## config.mk

```make
export PLATFORM = sky130hd
export DESIGN_NAME = sub_xfer_ctrl_flat
export DESIGN_NICKNAME = d
export VERILOG_FILES = /design/src/rtl/sub_xfer_ctrl_if.sv /design/src/rtl/sub_xfer_ctrl.sv /design/src/flat_wrapper.sv
export SDC_FILE = /design/constraint.sdc
export NUM_CORES = 1
export LEC_CHECK = 0
export CORE_UTILIZATION = 35
export CTS_CLUSTER_SIZE = 24
export DETAILED_ROUTE_END_ITERATION = 8
export PLACE_DENSITY = 0.75
export SYNTH_ARGS = -nofsm -noshare
export SYNTH_HDL_FRONTEND = slang
export SYNTH_SLANG_ARGS = --single-unit
```

## constraint.sdc

```tcl
create_clock -name clk -period 2.3 [get_ports clk]
set_input_delay 0.46 -clock clk [delete_from_list [all_inputs] [get_ports clk]]
set_output_delay 0.46 -clock clk [all_outputs]
set_load 0.02 [all_outputs]
```

## src/rtl/sub_xfer_ctrl_if.sv

```systemverilog
// sub_xfer_ctrl_if
// Bundles the sequencer's start/status, M1 read port, subtractor operand/result
// and M2 write port signals.
//   master : the sequencer (sub_xfer_ctrl)
//   slave  : memories, subtractor and the requester of transfers
// Signals:
//   start            transfer request
//   m1_rd/m1_addr    M1 read strobe/address, m1_dout read data (next cycle)
//   DOut2/DOut1      registered minuend/subtrahend, SUBOut = DOut2-DOut1
//   m2_wr/m2_addr    M2 write strobe/address, m2_din write data
//   busy/done        status, neg_cnt count of wrapped-negative results
interface sub_xfer_if #(
  parameter int AW = 8
) ();
  logic          start;
  logic          m1_rd;
  logic [AW-1:0] m1_addr;
  logic [7:0]    m1_dout;
  logic [7:0]    DOut2;
  logic [7:0]    DOut1;
  logic [7:0]    SUBOut;
  logic          m2_wr;
  logic [AW-1:0] m2_addr;
  logic [7:0]    m2_din;
  logic          busy;
  logic          done;
  logic [AW-1:0] neg_cnt;

  modport master (
    input  start, m1_dout, SUBOut,
    output m1_rd, m1_addr, DOut2, DOut1, m2_wr, m2_addr, m2_din,
           busy, done, neg_cnt
  );

  modport slave (
    output start, m1_dout, SUBOut,
    input  m1_rd, m1_addr, DOut2, DOut1, m2_wr, m2_addr, m2_din,
           busy, done, neg_cnt
  );
endinterface

```

## src/rtl/sub_xfer_ctrl.sv

```systemverilog
// sub_xfer_ctrl
// Sequencer around the 8-bit subtractor on the M1 -> M2 transfer path.
// For each of NPAIRS pairs it reads M1[2i] (minuend) and M1[2i+1]
// (subtrahend), presents them as registered DOut2/DOut1, writes the
// subtractor result SUBOut into M2[i] and counts pairs with DOut1 > DOut2.
// Ports:
//   clk  rising-edge clock
//   rst  asynchronous active-high reset (aborts any transfer)
//   bus  sub_xfer_if master modport (see interface header)
module sub_xfer_ctrl #(
  parameter int AW     = 8,
  parameter int NPAIRS = 4
) (
  input  logic       clk,
  input  logic       rst,
  sub_xfer_if.master bus
);

  localparam logic [2:0] IDLE  = 3'd0;
  localparam logic [2:0] RD_A  = 3'd1;
  localparam logic [2:0] RD_B  = 3'd2;
  localparam logic [2:0] LATCH = 3'd3;
  localparam logic [2:0] WR    = 3'd4;
  localparam logic [2:0] DONE  = 3'd5;

  localparam logic [AW-1:0] LAST_IDX = AW'(NPAIRS - 1);

  logic [2:0]    state;
  logic [AW-1:0] idx;
  logic [7:0]    dout1;
  logic [7:0]    dout2;
  logic [AW-1:0] neg_cnt;

  logic          m1_rd;
  logic [AW-1:0] m1_addr;
  logic          m2_wr;
  logic [AW-1:0] m2_addr;

  always_ff @(posedge clk or posedge rst) begin
    if (rst) begin
      state   <= IDLE;
      idx     <= '0;
      dout1   <= '0;
      dout2   <= '0;
      neg_cnt <= '0;
    end else begin
      case (state)
        IDLE: begin
          if (bus.start) begin
            neg_cnt <= '0;
            idx     <= '0;
            state   <= RD_A;
          end
        end
        RD_A:  state <= RD_B;
        RD_B: begin
          // M1 data for the RD_A address (2i) is valid this cycle
          dout2 <= bus.m1_dout;
          state <= LATCH;
        end
        LATCH: begin
          dout1 <= bus.m1_dout;
          state <= WR;
        end
        WR: begin
          if ((dout1 > dout2) && (neg_cnt != '1))
            neg_cnt <= neg_cnt + AW'(1);
          if (idx == LAST_IDX) begin
            state <= DONE;
          end else begin
            idx   <= idx + AW'(1);
            state <= RD_A;
          end
        end
        DONE:    state <= IDLE;
        default: state <= IDLE;
      endcase
    end
  end

  // Strobes and addresses are decoded only from registered state/idx, so they
  // are glitch-free at the edge and fall to zero immediately on reset.
  always_comb begin
    m1_rd   = 1'b0;
    m1_addr = '0;
    m2_wr   = 1'b0;
    m2_addr = '0;
    case (state)
      RD_A: begin
        m1_rd   = 1'b1;
        m1_addr = {idx[AW-2:0], 1'b0};
      end
      RD_B: begin
        m1_rd   = 1'b1;
        m1_addr = {idx[AW-2:0], 1'b1};
      end
      WR: begin
        m2_wr   = 1'b1;
        m2_addr = idx;
      end
      default: ;
    endcase
  end

  assign bus.m1_rd   = m1_rd;
  assign bus.m1_addr = m1_addr;
  assign bus.DOut2   = dout2;
  assign bus.DOut1   = dout1;
  assign bus.m2_wr   = m2_wr;
  assign bus.m2_addr = m2_addr;
  assign bus.m2_din  = bus.SUBOut;
  assign bus.busy    = (state != IDLE) && (state != DONE);
  assign bus.done    = (state == DONE);
  assign bus.neg_cnt = neg_cnt;

endmodule

```

## src/flat_wrapper.sv

```systemverilog
// flat-port wrapper written by rule: the top's interface ports become plain ports
module sub_xfer_ctrl_flat 
#(
  parameter int AW     = 8,
  parameter int NPAIRS = 4
)
  (clk, rst, bus_start, bus_m1_dout, bus_SUBOut, bus_m1_rd, bus_m1_addr, bus_DOut2, bus_DOut1, bus_m2_wr, bus_m2_addr, bus_m2_din, bus_busy, bus_done, bus_neg_cnt);
  sub_xfer_if #(.AW(AW)) bus_i ();
  input  logic clk;
  input  logic rst;
  input wire logic [$bits(bus_i.start)-1:0] bus_start;
  input wire logic [$bits(bus_i.m1_dout)-1:0] bus_m1_dout;
  input wire logic [$bits(bus_i.SUBOut)-1:0] bus_SUBOut;
  output wire logic [$bits(bus_i.m1_rd)-1:0] bus_m1_rd;
  output wire logic [$bits(bus_i.m1_addr)-1:0] bus_m1_addr;
  output wire logic [$bits(bus_i.DOut2)-1:0] bus_DOut2;
  output wire logic [$bits(bus_i.DOut1)-1:0] bus_DOut1;
  output wire logic [$bits(bus_i.m2_wr)-1:0] bus_m2_wr;
  output wire logic [$bits(bus_i.m2_addr)-1:0] bus_m2_addr;
  output wire logic [$bits(bus_i.m2_din)-1:0] bus_m2_din;
  output wire logic [$bits(bus_i.busy)-1:0] bus_busy;
  output wire logic [$bits(bus_i.done)-1:0] bus_done;
  output wire logic [$bits(bus_i.neg_cnt)-1:0] bus_neg_cnt;
  assign bus_i.start = bus_start;
  assign bus_i.m1_dout = bus_m1_dout;
  assign bus_i.SUBOut = bus_SUBOut;
  assign bus_m1_rd = bus_i.m1_rd;
  assign bus_m1_addr = bus_i.m1_addr;
  assign bus_DOut2 = bus_i.DOut2;
  assign bus_DOut1 = bus_i.DOut1;
  assign bus_m2_wr = bus_i.m2_wr;
  assign bus_m2_addr = bus_i.m2_addr;
  assign bus_m2_din = bus_i.m2_din;
  assign bus_busy = bus_i.busy;
  assign bus_done = bus_i.done;
  assign bus_neg_cnt = bus_i.neg_cnt;
  sub_xfer_ctrl #(.AW(AW), .NPAIRS(NPAIRS)) u_core (.clk(clk), .rst(rst), .bus(bus_i));
endmodule
```

# After elaboration in Yosys (flattened, before gate mapping)
# Index checks and enable logic that the tools add are counted.
[word_totals] out_inout_bits=52 register_bits=35 in_bits=19 word_cells=39
[op_classes] eq_ne=11 addsub=2 reduce_logical=8 order_cmp=1 mux=12
[ops] cell="8-bit one-hot mux with 2 select lines" count=3
[ops] cell="8-bit 2-to-1 mux" count=4
[ops] cell="8-bit by 1-bit adder with 8-bit output, second input constant" count=2
[ops] cell="3-bit one-hot mux with 5 select lines" count=1
[ops] cell="8-bit by 2-bit == test with 1-bit output, second input constant" count=1
[ops] cell="8-bit greater-than comparator" count=1
[ops] cell="8-bit != test, second input constant" count=1
[ops] cell="3-bit by 2-bit == test with 1-bit output, second input constant" count=2
[ops] cell="3-bit == test, second input constant" count=2
[ops] cell="3-bit 2-to-1 mux" count=2
[ops] cell="3-bit AND reduction" count=2
[ops] cell="2-bit != test, second input constant" count=2
[ops] cell="3-bit by 1-bit == test with 1-bit output, second input constant" count=1
[ops] cell="3-bit zero test" count=1
[ops] cell="3-bit != test, second input constant" count=1
[ops] cell="3-bit nonzero test" count=1
[ops] cell="1-bit logical AND" count=2
[ops] cell="1-bit 2-to-1 mux" count=2
[ops] cell="2-bit by 1-bit != test with 1-bit output, second input constant" count=1
[ops] cell="2-bit nonzero test" count=1
[ops] cell="2-bit OR reduction" count=1

# Depth between registers and ports, before layout
# Gate-level depths: netlist of run 1.
[logic_depth] depth_word=4 depth_mapped=8 ltp_nobuf=8

# Worst setup path after synthesis of run 1
# No wires, ideal clock.
[synth_path] kind="register to register" start="reg u_core.dout2[7], in the netlist u_core.bus.DOut2[7]" end="reg u_core.neg_cnt[6], in the netlist u_core.bus.neg_cnt[6]" required_ns=2.204 slack_ns=0.465 arrival_ns=1.739 stages_incl_launch_ff=8 period_less_slack_ns=1.835 setup_ns=0.096 path_buffers=0 cell_sequence="dfrtp_1 > inv_1 > ha_1 > a211oi_1 > o21ai_0 > o211ai_1 > o21ai_0 > o31ai_1"
[synth_via] elab_chain_len=4
[synth_lines] element="from (decl)" line_no="sub_xfer_ctrl.sv:31" rtl="logic [7:0] dout2;"
[synth_lines] element="from (signal assigned)" line_no="sub_xfer_ctrl.sv:58" rtl="dout2 <= bus.m1_dout;"
[synth_lines] element="8-bit greater-than comparator" line_no="sub_xfer_ctrl.sv:66" rtl="if ((dout1 > dout2) && (neg_cnt != '1))"
[synth_lines] element="1-bit logical AND" line_no="sub_xfer_ctrl.sv:66"
[synth_lines] element="2-bit by 1-bit != test with 1-bit output (no source line)"
[synth_lines] element="3-bit AND reduction (no source line)"
[synth_lines] element="to (signal assigned)" line_no="sub_xfer_ctrl.sv:67" rtl="neg_cnt <= neg_cnt + AW'(1);"
[synth_lines] element="to (decl)" line_no="sub_xfer_ctrl.sv:32" rtl="logic [AW-1:0] neg_cnt;"
# Every way passes these cells.
# A chain may end at the register's enable or synchronous reset.

# Worst setup path in the final report of run 1
[layout_path] start="reg u_core.state[1]" end="out bus_done"
[layout_via] elab_chain_len=1
[layout_lines] element="from (decl)" line_no="sub_xfer_ctrl.sv:28" rtl="logic [2:0] state;"
[layout_lines] element="from (signal assigned)" line_no="sub_xfer_ctrl.sv:41" rtl="state <= IDLE;"
[layout_lines] element="from (signal assigned)" line_no="sub_xfer_ctrl.sv:52" rtl="state <= RD_A;"
[layout_lines] element="from (signal assigned)" line_no="sub_xfer_ctrl.sv:55" rtl="RD_A: state <= RD_B;"
[layout_lines] element="3-bit == test" line_no="sub_xfer_ctrl.sv:113" rtl="assign bus.done = (state == DONE);"
[layout_lines] element="to (decl)" line_no="flat_wrapper.sv:22" rtl="output wire logic [$bits(bus_i.done)-1:0] bus_done;"
# Every way passes these cells.

==> results of run 1 <==
per-layer routing:
metal  routed length, µm  track usage [%]
met1                1990             19.9
met4                  59             5.47
met2                2220             27.4
met3                 260             4.76
met5                   0                0
area by class of cell:
class | count | area share (%)
well taps | 72 | 3.34
repair buffers | 70 | 23.8
inverters | 12 | 1.67
clock inverters | 1 | 0.186
multi-input cells | 148 | 35.4
clock buffers | 6 | 3.07
flip-flops and latches | 35 | 32.6
kinds of logic (layout without fill, tap and decap cells):
| group | Yosys count | after routing |
|---|---|---|
| AND/OR/NAND/NOR | 79 | 79 |
| AO/OA/AOI/OAI | 45 | 45 |
| flip-flops | 35 | 35 |
| buffers and inverters | 27 | 89 |
| adder cells (fa/ha/maj) | 10 | 10 |
| multiplexers | 10 | 10 |
| XOR/XNOR | 4 | 4 |
cells in the mapped netlist, types with 2 or more instances:
library cell | count | share of area, %
sky130_fd_sc_hd__a211oi_1 | 2 | 0.76
sky130_fd_sc_hd__nor3_1 | 6 | 1.5
sky130_fd_sc_hd__clkbuf_1 | 2 | 0.38
sky130_fd_sc_hd__buf_6 | 2 | 1.1
sky130_fd_sc_hd__dfrtp_1 | 35 | 44
sky130_fd_sc_hd__o21ai_0 | 27 | 6.8
sky130_fd_sc_hd__and3_1 | 12 | 3.8
sky130_fd_sc_hd__ha_1 | 10 | 6.3
sky130_fd_sc_hd__buf_4 | 10 | 3.8
sky130_fd_sc_hd__nand2b_1 | 4 | 1.3
sky130_fd_sc_hd__nand3_1 | 7 | 1.8
sky130_fd_sc_hd__mux2_2 | 9 | 5.1
sky130_fd_sc_hd__nor2_1 | 10 | 1.9
sky130_fd_sc_hd__inv_1 | 12 | 2.3
sky130_fd_sc_hd__and2_1 | 8 | 2.5
sky130_fd_sc_hd__nand4_1 | 3 | 0.95
sky130_fd_sc_hd__xnor2_1 | 4 | 1.8
sky130_fd_sc_hd__o31ai_1 | 3 | 1.1
sky130_fd_sc_hd__o211ai_1 | 3 | 1.1
sky130_fd_sc_hd__a21oi_1 | 6 | 1.5
sky130_fd_sc_hd__nand2_1 | 22 | 4.2
worst max-delay path, stage by stage (launching register included):
cell,delay [ns]
sky130_fd_sc_hd__dfrtp_1,0.40
sky130_fd_sc_hd__buf_4,0.17
sky130_fd_sc_hd__nor3b_1,0.26
sky130_fd_sc_hd__clkdlybuf4s50_1,0.65
flip-flops by register name, indices dropped and copies added (netlist names):
| register | cells |
|---|---|
| u_core.bus.DOut1 | 8 |
| u_core.bus.neg_cnt | 8 |
| u_core.idx | 8 |
| u_core.state | 3 |
| u_core.bus.DOut2 | 8 |
through the flow:
stage	hold slack (ns)	setup WS, ns
floorplan	0.499	0.465
global placement	0.494	0.297
detailed placement	0.510	0.274
CTS	0.526	0.00386
global route	0.542	0.0108
finish	0.515	0.0772
power by group:
part / total (µW) / internal (µW) / switching (µW)
Clock: 450 / 235 / 215
Sequential: 976 / 813 / 163
Combinational: 1860 / 891 / 966
Total: 3280 / 1940 / 1340
what timing repair did:
action | 4_1_cts | 5_1_grt
setup buffers | 0 | 2
gates resized for setup | 16 | 1
endpoints found under the hold margin | 0 | 0
setup endpoints to repair | 16 | 2
pin swaps | 0 | 1
path summary, 6_finish.rpt:
kind                                              startpoint                                 to  slack [ns]  depth (start not counted)
setup / recovery                 u_core.state[1]$_DFFE_PP0P_                           bus_done        0.08                          3
hold / removal             u_core.bus.neg_cnt[7]$_DFFE_PP0P_  u_core.bus.neg_cnt[7]$_DFFE_PP0P_        0.51                          1
setup reg to reg             u_core.bus.DOut1[7]$_DFFE_PP0N_  u_core.bus.neg_cnt[3]$_DFFE_PP0P_        0.49                          7
hold reg to reg            u_core.bus.neg_cnt[7]$_DFFE_PP0P_  u_core.bus.neg_cnt[7]$_DFFE_PP0P_        0.51                          1
max in group asynchronous                                rst        u_core.state[2]$_DFFE_PP0P_        1.38                          3
min in group asynchronous                                rst    u_core.bus.DOut1[0]$_DFFE_PP0N_        0.57                          3
==> key figures, run 1 <==
Route
  • Iter 0 DRT Violations: 59
  • Number of nets with antenna violations after detailed routing: 0
  • Total wirelength of the detailed-routed design: about 4.5 mm
  • Vias per cell: 4.98
  • DRC errors left: 0
  • Number of iterations in the first detailed-routing pass: 4
  • Routed WL per cell: roughly 13 µm
  • Number of vias after detailed routing: between 1500 and 2000

Clock network
  • Level count of the clock H-tree: 2
  • Quantity of hold-fixing buffers added after cts: 0
  • Clock network latency to the later pin of the worst-skew pair: ~0.28 ns
  • Worst-path clk slew: 0.07 ns
  • CTS tree: yes
  • Maximum buffer depth of the clock tree: 2
  • Root Buffer Master: sky130_fd_sc_hd__clkbuf_8
  • Number of buffers created by CTS: 5
  • CTS Sinks: 35

Synthesis
  • Sequential share of the synthesized area: ~44%
  • Number of nets produced by synthesis: 239
  • Area fraction in compound gates after synthesis: 13.6%
  • Post-synthesis sequential element count: 35
  • Count of unique library cells instantiated by Yosys: 34
  • Simple-gate area share of the yosys netlist: 20.8%
  • Synthesized-area fraction occupied by xor and xnor cells: 1.77%
  • Multiplexer area fraction after synthesis: 5.61%
  • Post-Syn Area: slightly below 0.002 mm²
  • Synthesized area divided by synthesized cell count: between 9 and 10 µm²
  • Largest family of logic cells by synthesized area: simple AND/OR/NAND/NOR gates
  • Number of flops mapped to enable cells by yosys: 0
  • Syn Inst Count: 210
  • Async S/R FF share, synth: 100%
  • Yosys warning count: 0
  • Dominant register cell in the synthesized netlist: sky130_fd_sc_hd__dfrtp_1
  • Adder-cell share of the synthesized area: 6.31%

GRT
  • Number of antenna violations at the first check in global routing: 0
  • Vias in the first global route: 1634
  • Global-route wire length before repair: 7.80 mm
  • Global route total overflow: 0
  • Maximum number of pins on one net before global-route repair: 36
  • Combined global-route utilization of all metal layers: 16.4%

Final layout
  • Filler cell count in the final layout: 548
  • Flip-flop and latch area: 877 µm²
  • Utilization after layout: ~49%
  • Most frequent cells in the layout: sky130_fd_sc_hd__clkdlybuf4s50_1 (38), sky130_fd_sc_hd__dfrtp_1 (34), sky130_fd_sc_hd__o21ai_0 (27), sky130_fd_sc_hd__nand2_1 (22)
  • Final Cell Area: between 0.002 and 0.003 mm²
  • Leading cell type in the layout, fill and taps excluded: sky130_fd_sc_hd__clkdlybuf4s50_1
  • Area used by multi-input combinational logic: 953 µm²
  • Diodes inserted: 0
  • Layout cell share with drive strength beyond 1: approximately 14%
  • Layout area overhead: 35.8%
  • Count of nets after finishing: approximately 300
  • Final Instance Count excl. Fillers: 344

Power and ir drop
  • Leakage Power: 0.00126 µW
  • Cell Pwr Density: about 1200 mW/mm²
  • Worst IR Drop VDD: approximately 630 µV
  • Power after layout: 3280 µW

Die
  • Initial standard-cell utilization of the core: between 30% and 40%
  • Die area: 0.00597 mm²
  • Number of rows in the core area: 27
  • Die Height: around 77 µm
  • Core Box Area: 0.00547 mm²
  • # IOs: 71
  • Width of the chip: 77.3 µm

Place
  • # placed instances: 335
  • Number of port buffers: 54
  • Detailed placement HPWL: roughly 3.3 mm
  • Post-Place Cell Area: approximately 0.0026 mm²
  • Weighted congestion at the end of routability-driven global placement: 0.745

STA
  • Peak clock frequency supported by timing: roughly 0.45 GHz
  • Headroom to the max-slew limit: approximately 66%
  • Unrepaired setup endpoints after global routing: false
  • Final setup violating endpoints: 0
  • Crit path time final: 2.22 ns
  • Ratio of final minimum period to clock period: 96.6%
  • Max Slew Vio Count: 0
  • Final-report hold violation count: 0
  • Worst clock skew on the final layout: 0.00356 ns
  • Setup TNS after final layout: 0 ns
  • Transition time at the pin with the least slew margin: 0.515 ns

Critical path
  • CP endpoint kind: output port
  • Worst EP required: roughly 1.8 ns
  • Startpoint types: register
  • Path type of the worst setup path: reg2out
  • WP data arrival: 1.76 ns
  • Maximum net fanout on the critical path: 6

Run status
  • Outcome: finished clean

Hold path
  • Class of the most critical hold timing path: reg2reg

Run
  • Total of max-cap violations: 0
Power figures use the tool's default switching activity.
==> run 2: changes to the inputs <==
--- a/config.mk
+++ b/config.mk
@@ -5,10 +5,11 @@
 export SDC_FILE = /design/constraint.sdc
 export NUM_CORES = 1
 export LEC_CHECK = 0
+export ABC_AREA = 1
 export CORE_UTILIZATION = 35
 export CTS_CLUSTER_SIZE = 24
 export DETAILED_ROUTE_END_ITERATION = 8
-export PLACE_DENSITY = 0.75
+export PLACE_DENSITY = 0.74
 export SYNTH_ARGS = -nofsm -noshare
 export SYNTH_HDL_FRONTEND = slang
 export SYNTH_SLANG_ARGS = --single-unit
==> key figures, run 2 <==
Run status
  • Outcome: finished clean

Place
  • Weighted congestion at the end of routability-driven global placement: 0.832
  • Number of port buffers: 54
  • Detailed placement HPWL: 3.37 mm

Die
  • Number of rows in the core area: 27
  • Width of the chip: approximately 79 µm
  • Core Box Area: 0.00561 mm²
  • # IOs: 71
  • Die Height: 79.0 µm
  • Die area: 0.00624 mm²
  • Initial standard-cell utilization of the core: 37.0%

Synthesis
  • Sequential share of the synthesized area: 42.2%
  • Synthesized area divided by synthesized cell count: about 8.1 µm²
  • Post-synth top area cell: sky130_fd_sc_hd__dfrtp_1
  • Async S/R FF share, synth: 100%
  • Post-synthesis sequential element count: 35
  • Synth top cells by count: sky130_fd_sc_hd__nand2_1 (55), sky130_fd_sc_hd__dfrtp_1 (35), sky130_fd_sc_hd__inv_1 (34)
  • Syn Inst Count: 256
  • Post-Syn Area: ~0.0021 mm²
  • Leading cell types by total area after synthesis: sky130_fd_sc_hd__dfrtp_1 (42%), sky130_fd_sc_hd__nand2_1 (9.9%), sky130_fd_sc_hd__inv_1 (6.1%)
  • Count of unique library cells instantiated by Yosys: 30
  • Number of nets produced by synthesis: 285
  • Yosys warning count: 0
  • Dominant register cell in the synthesized netlist: sky130_fd_sc_hd__dfrtp_1
  • Area share of the leading cell type in the synthesized netlist: around 42%
  • Most used standard cell by instance count after synthesis: sky130_fd_sc_hd__nand2_1
  • Number of flops mapped to enable cells by yosys: 0

Run
  • Total of max-cap violations: 0

Clock network
  • Worst-path clk slew: 0.06 ns
  • Post-CTS sizing: 14
  • Number of buffers created by CTS: 5
  • CTS Sinks: 35
  • Maximum buffer depth of the clock tree: 2
  • Buffers inserted by post-CTS timing repair: 0
  • Clock network latency to the later pin of the worst-skew pair: 0.28 ns
  • Quantity of hold-fixing buffers added after cts: 0
  • Level count of the clock H-tree: 2
  • CTS tree: yes
  • Root Buffer Master: sky130_fd_sc_hd__clkbuf_8

STA
  • Setup TNS after final layout: 0 ns
  • Crit path time final: 2.20 ns
  • Final-report hold violation count: 0
  • Max Slew Vio Count: 0
  • Headroom to the max-slew limit: 63.4%
  • Unrepaired setup endpoints after global routing: false
  • Transition time at the pin with the least slew margin: 0.549 ns
  • Ratio of final minimum period to clock period: a little over nine tenths
  • Final setup violating endpoints: 0
  • Worst clock skew on the final layout: 0.00289 ns
  • Final hold slack: 0.531 ns
  • Peak clock frequency supported by timing: 0.456 GHz

Route
  • Vias per cell: between 4 and 5
  • Routed WL per cell: ~12 µm
  • Total wirelength of the detailed-routed design: 4.66 mm
  • Number of iterations in the first detailed-routing pass: 4
  • Number of nets with antenna violations after detailed routing: 0
  • Iter 0 DRT Violations: 97
  • Number of vias after detailed routing: 1820
  • DRC errors left: 0

Critical path
  • Dominant delay contributor by cell family on the critical path: buffers and inverters
  • Startpoint types: register
  • Worst path buffer plus inverter count: 3
  • Biggest cell delay along the critical path: 0.61 ns
  • WP data arrival: around 1.7 ns
  • Path type of the worst setup path: reg2out
  • CP endpoint kind: output port
  • Startpoint of the most critical register-to-register path: u_core.bus.DOut1[7]$_DFFE_PP0N_
  • Reg2Reg Depth: 11
  • Worst EP required: 1.84 ns
  • Max stage delay cell, worst path: sky130_fd_sc_hd__clkdlybuf4s50_1
  • Setup slack on the worst flop-to-flop path: between 0.6 and 0.7 ns
  • Capturing point of the worst reg2reg path: u_core.bus.neg_cnt[4]$_DFFE_PP0P_
  • Cell chain of the critical path: inv_1, nor3_4, inv_2, nand2_1, clkdlybuf4s50_1
  • Maximum net fanout on the critical path: 5

Final layout
  • Diodes inserted: 0
  • Layout cell share with drive strength beyond 1: between 10% and 20%
  • Count of nets after finishing: 339
  • Layout area overhead: 31.6%
  • Leading cell type in the layout, fill and taps excluded: sky130_fd_sc_hd__nand2_1
  • Utilization after layout: around 49%
  • Most frequent cells in the layout: sky130_fd_sc_hd__nand2_1 (55), sky130_fd_sc_hd__clkdlybuf4s50_1 (36), sky130_fd_sc_hd__inv_1 (34), sky130_fd_sc_hd__dfrtp_1 (32), sky130_fd_sc_hd__nor2_1 (30)

Power and ir drop
  • Switch share: 44.4%
  • Clock network fraction of total power: 13.1%
  • Leakage Power: 0.00142 µW
  • Worst IR Drop VDD: 693 µV
  • Cell internal power dissipation: 1730 µW
  • Relative contribution of sequential cells to total power: between 30% and 40%
  • Cell Pwr Density: 1140 mW/mm²
  • Sw Pwr: 1380 µW
  • Comb power frac: a little over half

GRT
  • Number of antenna violations at the first check in global routing: 0
  • Maximum number of pins on one net before global-route repair: 18
  • Combined global-route utilization of all metal layers: 16.3%
  • Vias in the first global route: between 1500 and 2000
  • Global-route wire length before repair: 7.82 mm
  • Global route total overflow: 0

Hold path
  • Startpoint of the most critical hold path: u_core.bus.DOut1[0]$_DFFE_PP0N_
  • Class of the most critical hold timing path: reg2reg
  • Hold Crit Depth: 2
  • Endpoint with the worst hold slack: u_core.bus.DOut1[0]$_DFFE_PP0N_
run 2: changes by cell type after synthesis, moves of 4 or more:
cell                       before  now
sky130_fd_sc_hd__and3_1        12    0
sky130_fd_sc_hd__nand2b_1       4    0
sky130_fd_sc_hd__nand3_1        7   18
sky130_fd_sc_hd__nand2_1       22   55
sky130_fd_sc_hd__o21ai_0       27   12
sky130_fd_sc_hd__xor2_1         0    5
sky130_fd_sc_hd__and2_1         8    0
sky130_fd_sc_hd__xnor2_1        4    0
sky130_fd_sc_hd__nor2_1        10   30
sky130_fd_sc_hd__inv_1         12   34
run 2: area by class of cell:
class,instances,area [µm²]
fillers,568,2880
multi-input cells,172,971
flip-flops and latches,35,880
repair buffers,58,574
inverters,38,145
well taps,72,90.1
clock buffers,6,72.6
run 2: cell families (layout without fill, tap and decap cells):
family / after synthesis / in the layout / synth area share (%)
fa+ha+maj: 10 / 10 / 6.03
flops: 35 / 35 / 42.2
compound gates: 27 / 27 / 7.72
buf+inv: 49 / 102 / 11.0
xor+xnor: 5 / 5 / 2.11
simple gates: 123 / 123 / 27.1
mux: 7 / 7 / 3.80
run 2: layer usage:
layer / share of wire, % / track usage [%]
met2: 47 / 26.0
met1: 45 / 21.0
met3: 6.5 / 4.25
met5: 0 / 0
met4: 1.4 / 6.36
run 2: worst max-delay path by stage:
stage                                      startpoint             end  slack (ns)  cells after the start
final                     u_core.state[1]$_DFFE_PP0P_       bus_m1_rd        0.10                      5
after CTS                 u_core.state[0]$_DFFE_PP0P_  bus_m2_addr[5]       0.008                      4
after floorplan           u_core.state[2]$_DFFE_PP0P_        bus_busy        0.46                      3
after detailed placement  u_core.state[1]$_DFFE_PP0P_  bus_m1_addr[1]        0.13                      7
after global placement    u_core.state[1]$_DFFE_PP0P_  bus_m1_addr[1]        0.21                      7
after global routing      u_core.state[1]$_DFFE_PP0P_       bus_m1_rd       0.007                      5
run 2: stage by stage:
| step | instances | instance area, µm² | power (µW) | setup slack, ns |
|---|---|---|---|---|
| 2_1_floorplan | 256 | 2080 | 2100 | 0.460 |
| 3_3_place_gp | 375 | 2650 | 2700 | 0.207 |
| 3_5_place_dp | 375 | 2650 | 2730 | 0.125 |
| 4_1_cts | 381 | 2720 | 3160 | 0.00848 |
| 5_1_grt | 381 | 2730 | 3360 | 0.00698 |
| 6_report | 381 | 2730 | 3120 | 0.105 |
run 2: power groups by stage:
stage          logic [µW]  registers, µW  clock network, µW
5_1_grt              1890           1030                446
2_1_floorplan         942           1160                  0
3_3_place_gp         1700            997                  0
6_report             1710           1000                409
4_1_cts              1740           1000                421
3_5_place_dp         1730           1010                  0
run 2: tightest hold or removal path: cells and delay by family, from the launching register on:
family	cells	cell delay, ns
simple gates	1	0.06
compound gates	1	0.06
flops	1	0.38
==> run 3: changes to the inputs <==
--- a/config.mk
+++ b/config.mk
@@ -7,6 +7,7 @@
 export LEC_CHECK = 0
 export ABC_AREA = 1
 export CORE_UTILIZATION = 35
+export CTS_CLUSTER_DIAMETER = 200
 export CTS_CLUSTER_SIZE = 24
 export DETAILED_ROUTE_END_ITERATION = 8
 export PLACE_DENSITY = 0.74
==> constraint.sdc (replaced) <==
create_clock -name clk -period 2.24 [get_ports clk]
set_input_delay 0.448 -clock clk [delete_from_list [all_inputs] [get_ports clk]]
set_output_delay 0.448 -clock clk [all_outputs]
set_load 0.02 [all_outputs]
==> key figures, run 3 (same netlist as run 2, synthesis figures left out) <==
Run status
  • Outcome: finished clean

GRT
  • Maximum number of pins on one net before global-route repair: 36
  • Number of antenna violations at the first check in global routing: 0
  • Global route total overflow: 0
  • Vias in the first global route: 1634
  • Global-route wire length before repair: 7.74 mm
  • Combined global-route utilization of all metal layers: 15.9%

Critical path
  • Startpoint types: register
  • Max stage delay cell, worst path: sky130_fd_sc_hd__clkdlybuf4s50_1
  • Startpoint of the most critical register-to-register path: u_core.bus.DOut1[7]$_DFFE_PP0N_
  • Crit. path cell count: 4
  • Worst EP required: 1.79 ns
  • Cell chain of the critical path: inv_1, nor3_1, nor2_1, clkdlybuf4s50_1
  • Maximum net fanout on the critical path: 6
  • WP data arrival: 1.68 ns
  • CP endpoint kind: output port
  • Origin of the worst setup path: u_core.state[0]$_DFFE_PP0P_
  • Setup slack on the worst flop-to-flop path: approximately 0.61 ns
  • Path type of the worst setup path: reg2out
  • Reg2Reg Depth: 11
  • Last element of the critical path: bus_busy
  • Worst path buffer plus inverter count: 2
  • Dominant delay contributor by cell family on the critical path: buffers and inverters
  • Capturing point of the worst reg2reg path: u_core.bus.neg_cnt[5]$_DFFE_PP0P_
  • Biggest cell delay along the critical path: ~0.56 ns

STA
  • Worst clock skew on the final layout: 0.00387 ns
  • Max Slew Vio Count: 0
  • Final-report hold violation count: 0
  • Headroom to the max-slew limit: 69.6%
  • Peak clock frequency supported by timing: 0.470 GHz
  • Setup TNS after final layout: 0 ns
  • Crit path time final: 2.13 ns
  • Transition time at the pin with the least slew margin: 0.456 ns
  • Ratio of final minimum period to clock period: 94.9%
  • Unrepaired setup endpoints after global routing: false
  • Final hold slack: 0.527 ns
  • Final setup violating endpoints: 0

Power and ir drop
  • Cell internal power dissipation: 1860 µW
  • Relative contribution of sequential cells to total power: 30.7%
  • Comb power frac: 53.9%
  • Sw Pwr: between 1000 and 1500 µW
  • Switch share: 43.6%
  • Leakage Power: 0.00137 µW
  • Clock network fraction of total power: between 10% and 20%
  • Worst IR Drop VDD: 799 µV
  • Cell Pwr Density: approximately 1200 mW/mm²

Die
  • Number of rows in the core area: 27
  • Die area: 0.00624 mm²
  • Initial standard-cell utilization of the core: between 30% and 40%
  • # IOs: between 70 and 80
  • Core Box Area: between 0.005 and 0.006 mm²
  • Width of the chip: 79.0 µm
  • Die Height: slightly below 80 µm

Hold path
  • Hold Crit Depth: 2
  • Class of the most critical hold timing path: reg2reg

Final layout
  • Most frequent cells in the layout: sky130_fd_sc_hd__nand2_1 (55), sky130_fd_sc_hd__clkdlybuf4s50_1 (35), sky130_fd_sc_hd__inv_1 (34), sky130_fd_sc_hd__dfrtp_1 (33), sky130_fd_sc_hd__nor2_1 (30)
  • Count of nets after finishing: 339
  • Layout area overhead: 32.3%
  • Layout cell share with drive strength beyond 1: 11.9%
  • Leading cell type in the layout, fill and taps excluded: sky130_fd_sc_hd__nand2_1
  • Diodes inserted: 0

Route
  • Number of vias after detailed routing: approximately 1800
  • Vias per cell: 4.75
  • Routed WL per cell: 12.1 µm
  • Number of nets with antenna violations after detailed routing: 0
  • Number of iterations in the first detailed-routing pass: 5
  • DRC errors left: 0
  • Iter 0 DRT Violations: 102
  • Total wirelength of the detailed-routed design: 4.62 mm

Clock network
  • Maximum buffer depth of the clock tree: 2
  • Post-CTS sizing: 18
  • Root Buffer Master: sky130_fd_sc_hd__clkbuf_8
  • CTS tree: yes
  • CTS Sinks: 35
  • Quantity of hold-fixing buffers added after cts: 0
  • Number of buffers created by CTS: 5
  • Clock network latency to the later pin of the worst-skew pair: between 0.2 and 0.3 ns
  • Level count of the clock H-tree: 2
  • Worst-path clk slew: 0.07 ns
  • Buffers inserted by post-CTS timing repair: 0

Place
  • Weighted congestion at the end of routability-driven global placement: 0.819
  • Detailed placement HPWL: 3.34 mm
  • Number of port buffers: 54

Run
  • Total of max-cap violations: 0
## run 3: metrics by stage
stage	setup WS [ns]	utilization, %	total power [µW]	cell area, µm²	instances
CTS	0.0142	48.8	3340	2740	383
floorplan	0.412	-	2160	2080	256
detailed placement	0.0840	47.3	2820	2650	375
global placement	0.156	47.3	2780	2650	375
finish	0.113	49.0	3300	2750	383
global route	0.00535	49.0	3550	2750	383
## run 3: layer usage
layer  part of all wire [%]  GRT usage (%)  up-vias  wire [µm]
met1                     46           20.7      840       2110
li1                       -              -      924          -
met3                    5.7           3.91        7        264
met4                    1.2           5.45        0         54
met2                     47           25.7       49       2190
met5                      0              0        -          0
## run 3: final cells by class
cell class,instances,area [µm²]
clock buffer,8,100
timing repair buffer,58,562
fill,562,2860
multi-input combinational,172,971
sequential,35,878
tap,72,90.1
inverter,38,145
## run 3: power by group through the flow
stage                     Clock (µW)  Sequential (µW)  Combinational [µW]
after detailed placement           0             1020                1800
after floorplan                    0             1190                 968
after global routing             547             1040                1970
after global placement             0             1020                1770
final                            508             1010                1780
after CTS                        523             1020                1800
## run 3: how the worst min path moves through the flow
stage | to | slack, ns | from
floorplan | u_core.idx[7]$_DFFE_PP0P_ | 0.53 | u_core.idx[7]$_DFFE_PP0P_
global placement | u_core.bus.DOut1[0]$_DFFE_PP0N_ | 0.50 | u_core.bus.DOut1[0]$_DFFE_PP0N_
detailed placement | u_core.bus.DOut1[0]$_DFFE_PP0N_ | 0.52 | u_core.bus.DOut1[0]$_DFFE_PP0N_
CTS | u_core.bus.DOut1[0]$_DFFE_PP0N_ | 0.54 | u_core.bus.DOut1[0]$_DFFE_PP0N_
global route | u_core.bus.neg_cnt[7]$_DFFE_PP0P_ | 0.56 | u_core.bus.neg_cnt[7]$_DFFE_PP0P_
finish | u_core.bus.DOut1[0]$_DFFE_PP0N_ | 0.53 | u_core.bus.DOut1[0]$_DFFE_PP0N_
## run 3: worst reg2reg max path, cell delays in order, from the launching register on
cell,delay [ns]
sky130_fd_sc_hd__dfrtp_1,0.40
sky130_fd_sc_hd__ha_1,0.30
sky130_fd_sc_hd__nand2_1,0.07
sky130_fd_sc_hd__nor2_1,0.13
sky130_fd_sc_hd__nand2_1,0.07
sky130_fd_sc_hd__o21ai_1,0.07
sky130_fd_sc_hd__inv_1,0.04
sky130_fd_sc_hd__nand2_1,0.08
sky130_fd_sc_hd__nand2_2,0.14
sky130_fd_sc_hd__nand2_4,0.14
sky130_fd_sc_hd__nand2_1,0.06
sky130_fd_sc_hd__nand2_1,0.06
